==> src/rtl/dm_store_buffer.sv <==
// MEM-stage store buffer: encodes sb/sh/sw into byte enables and lane-replicated data,
// queues them in a small FIFO and drains them to data memory over a req/ack handshake.
module dm_store_buffer #(
    parameter int DEPTH = 2,
    parameter int AW    = 32
) (
    input  logic          clk,
    input  logic          reset,
    input  logic          st_valid,
    input  logic [1:0]    st_type,
    input  logic [AW-1:0] st_addr,
    input  logic [31:0]   st_data,
    output logic          st_ready,
    output logic          st_misalign,
    input  logic          ld_valid,
    input  logic [AW-1:0] ld_addr,
    output logic          ld_conflict,
    output logic          dm_req,
    output logic [AW-1:0] dm_addr,
    output logic [3:0]    dm_be,
    output logic [31:0]   dm_wdata,
    input  logic          dm_ack,
    output logic          empty
);
    localparam int PW = (DEPTH > 1) ? $clog2(DEPTH) : 1;
    localparam int CW = PW + 1;
    localparam logic [CW-1:0] DEPTH_C = CW'(DEPTH);

    logic [AW-3:0]    addr_q [DEPTH];
    logic [AW-3:0]    addr_d [DEPTH];
    logic [3:0]       be_q   [DEPTH];
    logic [3:0]       be_d   [DEPTH];
    logic [31:0]      data_q [DEPTH];
    logic [31:0]      data_d [DEPTH];
    logic [DEPTH-1:0] valid_q, valid_d;
    logic [PW-1:0]    wr_ptr_q, wr_ptr_d, rd_ptr_q, rd_ptr_d;
    logic [CW-1:0]    count_q, count_d;

    logic        st_act_s, push_s, pop_s;
    logic [3:0]  enc_be_s;
    logic [31:0] enc_data_s;
    logic        ld_addr_unused_s;

    assign ld_addr_unused_s = ^ld_addr[1:0];

    // Request decode: lane encoding, misalignment check and handshake qualifiers.
    always_comb begin
        st_act_s    = st_valid & (st_type != 2'b00);
        enc_be_s    = 4'b0000;
        enc_data_s  = 32'h0000_0000;
        st_misalign = 1'b0;
        case (st_type)
            2'b01: begin
                enc_be_s   = 4'b0001 << st_addr[1:0];
                enc_data_s = {4{st_data[7:0]}};
            end
            2'b10: begin
                enc_be_s    = st_addr[1] ? 4'b1100 : 4'b0011;
                enc_data_s  = {2{st_data[15:0]}};
                st_misalign = st_act_s & st_addr[0];
            end
            2'b11: begin
                enc_be_s    = 4'b1111;
                enc_data_s  = st_data;
                st_misalign = st_act_s & (st_addr[1:0] != 2'b00);
            end
            default: begin
                enc_be_s = 4'b0000;
            end
        endcase
        st_ready = (count_q < DEPTH_C);
        empty    = (count_q == {CW{1'b0}});
        dm_req   = ~empty;
        push_s   = st_act_s & ~st_misalign & st_ready;
        pop_s    = dm_req & dm_ack;
    end

    // Head entry drives the memory port directly; retired slots are cleared so idle outputs read zero.
    always_comb begin
        dm_addr  = {addr_q[rd_ptr_q], 2'b00};
        dm_be    = be_q[rd_ptr_q];
        dm_wdata = data_q[rd_ptr_q];
    end

    // Load hazard: any valid entry in the same word, head included even while being acked.
    always_comb begin
        ld_conflict = 1'b0;
        for (int i = 0; i < DEPTH; i++) begin
            ld_conflict = ld_conflict | (valid_q[i] & (addr_q[i] == ld_addr[AW-1:2]));
        end
        ld_conflict = ld_conflict & ld_valid;
    end

    // FIFO next state: retire head on ack, append on accepted push.
    always_comb begin
        addr_d   = addr_q;
        be_d     = be_q;
        data_d   = data_q;
        valid_d  = valid_q;
        wr_ptr_d = wr_ptr_q;
        rd_ptr_d = rd_ptr_q;
        if (pop_s) begin
            valid_d[rd_ptr_q] = 1'b0;
            addr_d[rd_ptr_q]  = '0;
            be_d[rd_ptr_q]    = 4'b0000;
            data_d[rd_ptr_q]  = 32'h0000_0000;
            rd_ptr_d          = rd_ptr_q + PW'(1);
        end else begin
            rd_ptr_d = rd_ptr_q;
        end
        if (push_s) begin
            valid_d[wr_ptr_q] = 1'b1;
            addr_d[wr_ptr_q]  = st_addr[AW-1:2];
            be_d[wr_ptr_q]    = enc_be_s;
            data_d[wr_ptr_q]  = enc_data_s;
            wr_ptr_d          = wr_ptr_q + PW'(1);
        end else begin
            wr_ptr_d = wr_ptr_q;
        end
        count_d = count_q + CW'(push_s) - CW'(pop_s);
    end

    // State registers with immediate reset that discards all pending entries.
    always_ff @(posedge clk or posedge reset) begin
        if (reset) begin
            for (int i = 0; i < DEPTH; i++) begin
                addr_q[i] <= '0;
                be_q[i]   <= 4'b0000;
                data_q[i] <= 32'h0000_0000;
            end
            valid_q  <= '0;
            wr_ptr_q <= '0;
            rd_ptr_q <= '0;
            count_q  <= '0;
        end else begin
            addr_q   <= addr_d;
            be_q     <= be_d;
            data_q   <= data_d;
            valid_q  <= valid_d;
            wr_ptr_q <= wr_ptr_d;
            rd_ptr_q <= rd_ptr_d;
            count_q  <= count_d;
        end
    end
endmodule

==> config.mk <==
export PLATFORM = sky130hd
export DESIGN_NAME = dm_store_buffer
export DESIGN_NICKNAME = d
export VERILOG_FILES = /design/src/rtl/dm_store_buffer.sv
export SDC_FILE = /design/constraint.sdc
export NUM_CORES = 1
export LEC_CHECK = 0
export ABC_AREA = 1
export BUFFER_PORTS_ARGS = -buffer_cell sky130_fd_sc_hd__buf_2
export CORE_MARGIN = 4
export CORE_UTILIZATION = 50
export DETAILED_ROUTE_END_ITERATION = 10
export GPL_TIMING_DRIVEN = 0
export PLACE_DENSITY = 0.78
export SETUP_SLACK_MARGIN = 0.05
export SYNTH_ARGS = -nofsm -noshare
export SYNTH_HDL_FRONTEND = slang
export SYNTH_SLANG_ARGS = --single-unit
export TNS_END_PERCENT = 50
==> constraint.sdc <==
create_clock -name clk -period 4.1 [get_ports clk]
set_input_delay 0.41 -clock clk [delete_from_list [all_inputs] [get_ports clk]]
set_output_delay 0.41 -clock clk [all_outputs]
set_load 0.02 [all_outputs]
# Yosys cells after proc, flatten, opt, wreduce, memory -nomap -nowiden
# Index checks and enable logic that the tools add are counted.
[totals]
regBits = 138
input_bits = 103
out_inout_bits = 73
wordCells = 99
[op_classes]
add_sub_neg = 4
order_cmp = 9
eq_ne = 5
n_shift = 1
muxes = 40
n_bitwise = 23
reduce_logical = 7
[op_table]
columns = ["cell", "count"]
rows = [
  ["32-bit 2-to-1 mux", 5],
  ["30-bit 2-to-1 mux", 5],
  ["64-bit 2-to-1 mux", 2],
  ["60-bit 2-to-1 mux", 2],
  ["32-bit case mux with 3 select lines", 1],
  ["64-bit bitwise AND", 1],
  ["64-bit bitwise mux", 1],
  ["32-bit demux with 1-bit select", 2],
  ["64-bit inverter", 1],
  ["60-bit bitwise AND", 1],
  ["60-bit bitwise mux", 1],
  ["30-bit demux with 1-bit select", 2],
  ["30-bit equality test", 2],
  ["60-bit inverter", 1],
  ["4-bit 2-to-1 mux", 6],
  ["8-bit 2-to-1 mux", 2],
  ["4-bit case mux with 3 select lines", 1],
  ["1-bit bitwise AND", 9],
  ["8-bit bitwise AND", 1],
  ["8-bit bitwise mux", 1],
  ["4-bit demux with 1-bit select", 2],
  ["8-bit inverter", 1],
  ["2-bit equality test (second input constant)", 2],
  ["2-bit >= comparator (second input constant)", 2],
  ["22 further kinds", 35],
]

# Depth between registers and ports, before layout
[depth]
ltp_word = 10
mapped_depth = 11
mapped_depth_nobuf = 10

# Worst setup path before layout
# Ideal clock, no wire load.
[synth_timing]
path_type = "reg2reg"
start = "register count_q[1]"
end = "register count_q[1]"
setup_ns = 0.130
arrival_time_ns = 1.839
required_time_ns = 3.970
path_slack_ns = 2.131
path_stages_with_launch = 10
synth_period_minus_slack_ns = 1.969
cell_sequence = "dfrtp_1 nor2_1 inv_1 nand2_1 inv_1 ha_1 inv_1 ha_1 xnor2_1 xor2_1"
[synth_between]
elab_chain_cells = 4
elab_cells_between_ends = 7
cone_classes = "add/sub (2); order compare (1); bitwise (3); reduce/logical (1)"
[synth_lines]
columns = ["item", "line", "text"]
rows = [
  ["start: declaration", "37", "logic [CW-1:0] count_q, count_d;"],
  ["start signal: assignment", "142", "count_q <= count_d;"],
  ["2-bit logical NOT", "72", "empty = (count_q == {CW{1'b0}});"],
  ["net empty", "23", "output logic empty"],
  ["1-bit inverter", "73", "dm_req = ~empty;"],
  ["net dm_req", "18", "output logic dm_req,"],
  ["1-bit bitwise AND", "75", "pop_s = dm_req & dm_ack;"],
  ["2-bit by 1-bit subtractor with 2-bit output", "120", "count_d = count_q + CW'(push_s) - CW'(pop_s);"],
  ["net count_d[1]", "37", ""],
]
# The timed path passes the listed nets, and every way through them passes these cells.
# A chain may end at the register's enable or synchronous reset.

# Worst setup path after layout
[layout_timing]
start = "register rd_ptr_q"
end = "output port dm_addr[29]"
[layout_between]
elab_chain_cells = 4
[layout_lines]
columns = ["item", "line", "text"]
rows = [
  ["start: declaration", "36", "logic [PW-1:0] wr_ptr_q, wr_ptr_d, rd_ptr_q, rd_ptr_d;"],
  ["start signal: assignment", "141", "rd_ptr_q <= rd_ptr_d;"],
  ["1-bit inverter with 2-bit output (implied by the code)", "80", "dm_addr = {addr_q[rd_ptr_q], 2'b00};"],
  ["30-bit 2-to-1 mux (implied by the code) (3 in series)", "80", ""],
  ["end: declaration", "19", "output logic [AW-1:0] dm_addr,"],
]
# Every way passes these cells. The select of a mux whose other input is x is not followed.

==> metrics.csv <==
stage,metric,value,unit
clocking,TritonCTS clock tree,done,
route,routed vias,7925,
clocking,setup bufs post-CTS,0,
place,GP Congestion,0.978,
floorplanning,io pins,176,
clocking,cts bufs inserted,17,
power_and_ir_drop,leakage power,5.08,nW
worst_setup_path,cell mode on critical path,clkbuf_1,
cells_and_area,Layout Nets,1352,
global_route,total gr overflow,0,
worst_setup_path,CP top delay family,buffers and inverters,
logic_synthesis,Netlist Area Pre-Place,0.00773,mm2
outcome,status,completed,
logic_synthesis,Synth Area in Compound Gates,0.137,
clocking,CTS root buffer,clkbuf_16,
logic_synthesis,asr flop ratio synth,1.00,
route,drt pass-1 iters,5,
logic_synthesis,"Avg Cell Area, Syn",7.34,um2
sta,RSZ-0062 raised after global routing,false,
global_route,GRT Max-Usage Layer,met2,
logic_synthesis,synthesized flop and latch total,138,
worst_setup_path,Crit. End Element,primary output,
global_route,vias in the first global route,7599,
logic_synthesis,largest area contributor in the netlist,dfrtp_1,
sta,Fin Setup TNS,0,ns
global_route,Global Route Usage Sum,0.292,
floorplanning,Die ar.,0.0175,mm2
power_and_ir_drop,Power Density,723,mW/mm2
logic_synthesis,Cell variety after synth,30,
logic_synthesis,post-synthesis simple-gate area fraction,0.254,
floorplanning,Die H,132,um
global_route,met3 GRT Util,0.0615,
floorplanning,Initial Util,0.509,
floorplanning,Chip Width,132,um
logic_synthesis,most frequent cell after synthesis,nand2_1,
sta,Slew @ Worst Pin,0.690,ns
route,post-route ant nets,0,
worst_setup_path,r2r endpoint,addr_q[16],
sta,Fin. Hold Viols,0,
logic_synthesis,Most used DFF post-synth,dfrtp_1,
sta,setup violators final,0,
worst_setup_path,Worst R2R Start,count_q[1],
cells_and_area,antenna diode count,0,
logic_synthesis,Synth top cells by count,"nand2_1, inv_1, dfrtp_1",
place,post-DP HPWL,19000,um
worst_setup_path,crit-path max cell delay,0.51,ns
worst_setup_path,arrival time at the worst endpoint,2.54,ns
global_route,largest net degree at the start of global routing,42,
clocking,Clock Latency Late Sink,0.43,ns
worst_setup_path,Worst Reg-to-Reg Cells,8,
logic_synthesis,Mapped Cells,1054,
clocking,htree depth,4,
cells_and_area,layout cells sized above 1,0.214,
logic_synthesis,largest family of logic cells by synthesized area,simple AND/OR/NAND/NOR gates,
route,drt drc,0,
clocking,# resized after CTS,0,
worst_setup_path,startpoint types,flip-flop,
clocking,Clock Sinks,138,
job,max_cap viols,0,
logic_synthesis,Synth area leaders,"dfrtp_1, nand2_1, o21ai_0",
clocking,hold_buf cts,0,
logic_synthesis,"Seq/Total Area, Yosys",0.446,
floorplanning,Row Count,45,
sta,max_slew headroom,0.539,
worst_setup_path,CP max stage cell,clkbuf_1,
route,Total Routed Length,25500,um
min_path,HP Class,in -> async,
worst_setup_path,WS Path Type,reg -> out,
sta,period utilization,0.718,
route,DRC violation total after the first TritonRoute iteration,708,
route,DR WL/cell,17.6,um
cells_and_area,"Area growth, synth to finish",22.7,%
logic_synthesis,number of flops mapped to enable cells by yosys,0,
logic_synthesis,mux cell area share after synthesis,0.0306,
clocking,Clock Path Buffers,2,
logic_synthesis,Adder-Cell Fraction of Synth Area,0.00324,
place,# port buffers,170,
logic_synthesis,Synth Area in XOR/XNOR,0.00906,
logic_synthesis,top cell type's share of synthesized area,0.446,
global_route,GR Layer Usage met2,0.476,
clocking,clk slew on worst S/H paths,0.07,ns
sta,Worst Skew,0.00599,ns
worst_setup_path,worst path bufs/invs,4,
sta,fin. max-slew vios,0,
global_route,first-pass GRT wire length,40100,um
sta,FMAX,0.339,GHz
logic_synthesis,Yosys warnings,0,
power_and_ir_drop,peak supply drop,380,uV
global_route,met1 GRT Util,0.381,
power_and_ir_drop,Total Power,6.86,mW
worst_setup_path,critical path required time,3.69,ns
floorplanning,core region area,0.0152,mm2
global_route,initial antenna violation count,2,
worst_setup_path,r2r setup slk,2.11,ns
sta,Final min period,2.95,ns
route,Via density,5.47,
sta,Worst Hold Slack,0.0738,ns
worst_setup_path,CP max FO,10,
worst_setup_path,worst path cell trace,clkbuf_1 > clkbuf_1 > clkbuf_1 > nor2_1 > a21oi_1 > buf_2,
==> flip-flops by register name, indices dropped and copies added, names as in the netlist <==
signal    count
valid_q       2
wr_ptr_q      1
be_q          8
data_q       64
rd_ptr_q      1
addr_q       60
count_q       2
==> metal layers <==
layer  vias to the layer above  routed length [um]
li1                       3741                   -
met1                      3766               10600
met2                       353               12100
met3                        61                1880
met4                         4                 859
met5                         -                  23
==> worst max path at each step <==
stage,startpoint,to,cells after the start
after floorplan,reset,addr_q[0],1
after global placement,reset,data_q[58],2
after detailed placement,rd_ptr_q,dm_addr[29],6
after CTS,rd_ptr_q,dm_addr[29],6
after global routing,rd_ptr_q,dm_addr[29],6
final,rd_ptr_q,dm_addr[29],6
==> through the flow <==
step / instances / setup WS (ns) / util / instance area [um2]
final: 1448 / 1.15 / 0.624 / 9490
after CTS: 1448 / 1.19 / 0.624 / 9490
after global routing: 1448 / 0.917 / 0.624 / 9490
after floorplan: 1055 / 1.97 / - / 7740
after detailed placement: 1416 / 1.66 / 0.585 / 8890
after global placement: 1413 / 1.06 / 0.581 / 8830
==> cells in the final DEF (no fill, tap or decap) <==
cell and n:
nand2_4 1, xor2_1 3, clkbuf_1 21, nor2_1 49
buf_6 8, nand2_1 295, nand3_2 1, mux2_2 21
nand4_2 1, inv_2 1, clkbuf_8 1, conb_1 2
inv_1 152, nand2_2 1, xnor2_1 5, inv_4 1
bufinv_16 2, nand3_1 120, o21ai_1 42, nor2_2 3
buf_2 188, clkbuf_16 17, o21ai_0 125, buf_12 4
o211ai_1 8, clkinv_4 5, a21oi_1 5, o31ai_1 17
a31oi_1 2, clkinvlp_4 3, buf_1 4, nor2_4 1
ha_1 2, dfrtp_1 138, buf_4 6, inv_6 5
==> power by group <==
group | switching [mW] | internal, mW | leakage, nW
Combinational | 2.01 | 1.01 | 2.94
Sequential | 0.361 | 1.91 | 1.85
Clock | 0.651 | 0.925 | 0.288
==> logic make-up (layout without fill, tap and decap cells) <==
group           count (synthesis)  in the layout
compound gates                199            199
xor+xnor                        8              8
fa+ha+maj                       2              2
buf+inv                       213            418
flops                         138            138
mux                            21             21
other cells                     1              2
simple gates                  472            472
==> layout make-up <==
| type | instances | area, um2 |
|---|---|---|
| Sequential cell | 138 | 3450 |
| Timing Repair Buffer | 173 | 911 |
| Buffer | 58 | 339 |
| Multi-Input combinational cell | 704 | 3360 |
| Clock inverter | 14 | 163 |
| Fill cell | 1394 | 5710 |
| Clock buffer | 18 | 439 |
| Tap cell | 188 | 235 |
| Inverter | 155 | 588 |
==> worst register-to-register path, cell delays in order, from the launching register on <==
cell and delay, ns:
dfrtp_1 0.39, nor2_1 0.23, inv_1 0.09, nand2_1 0.14, inv_1 0.08, nand2_1 0.18
clkbuf_1 0.55, nand3_1 0.16, o21ai_0 0.10
(Power assumes the default switching activity.)
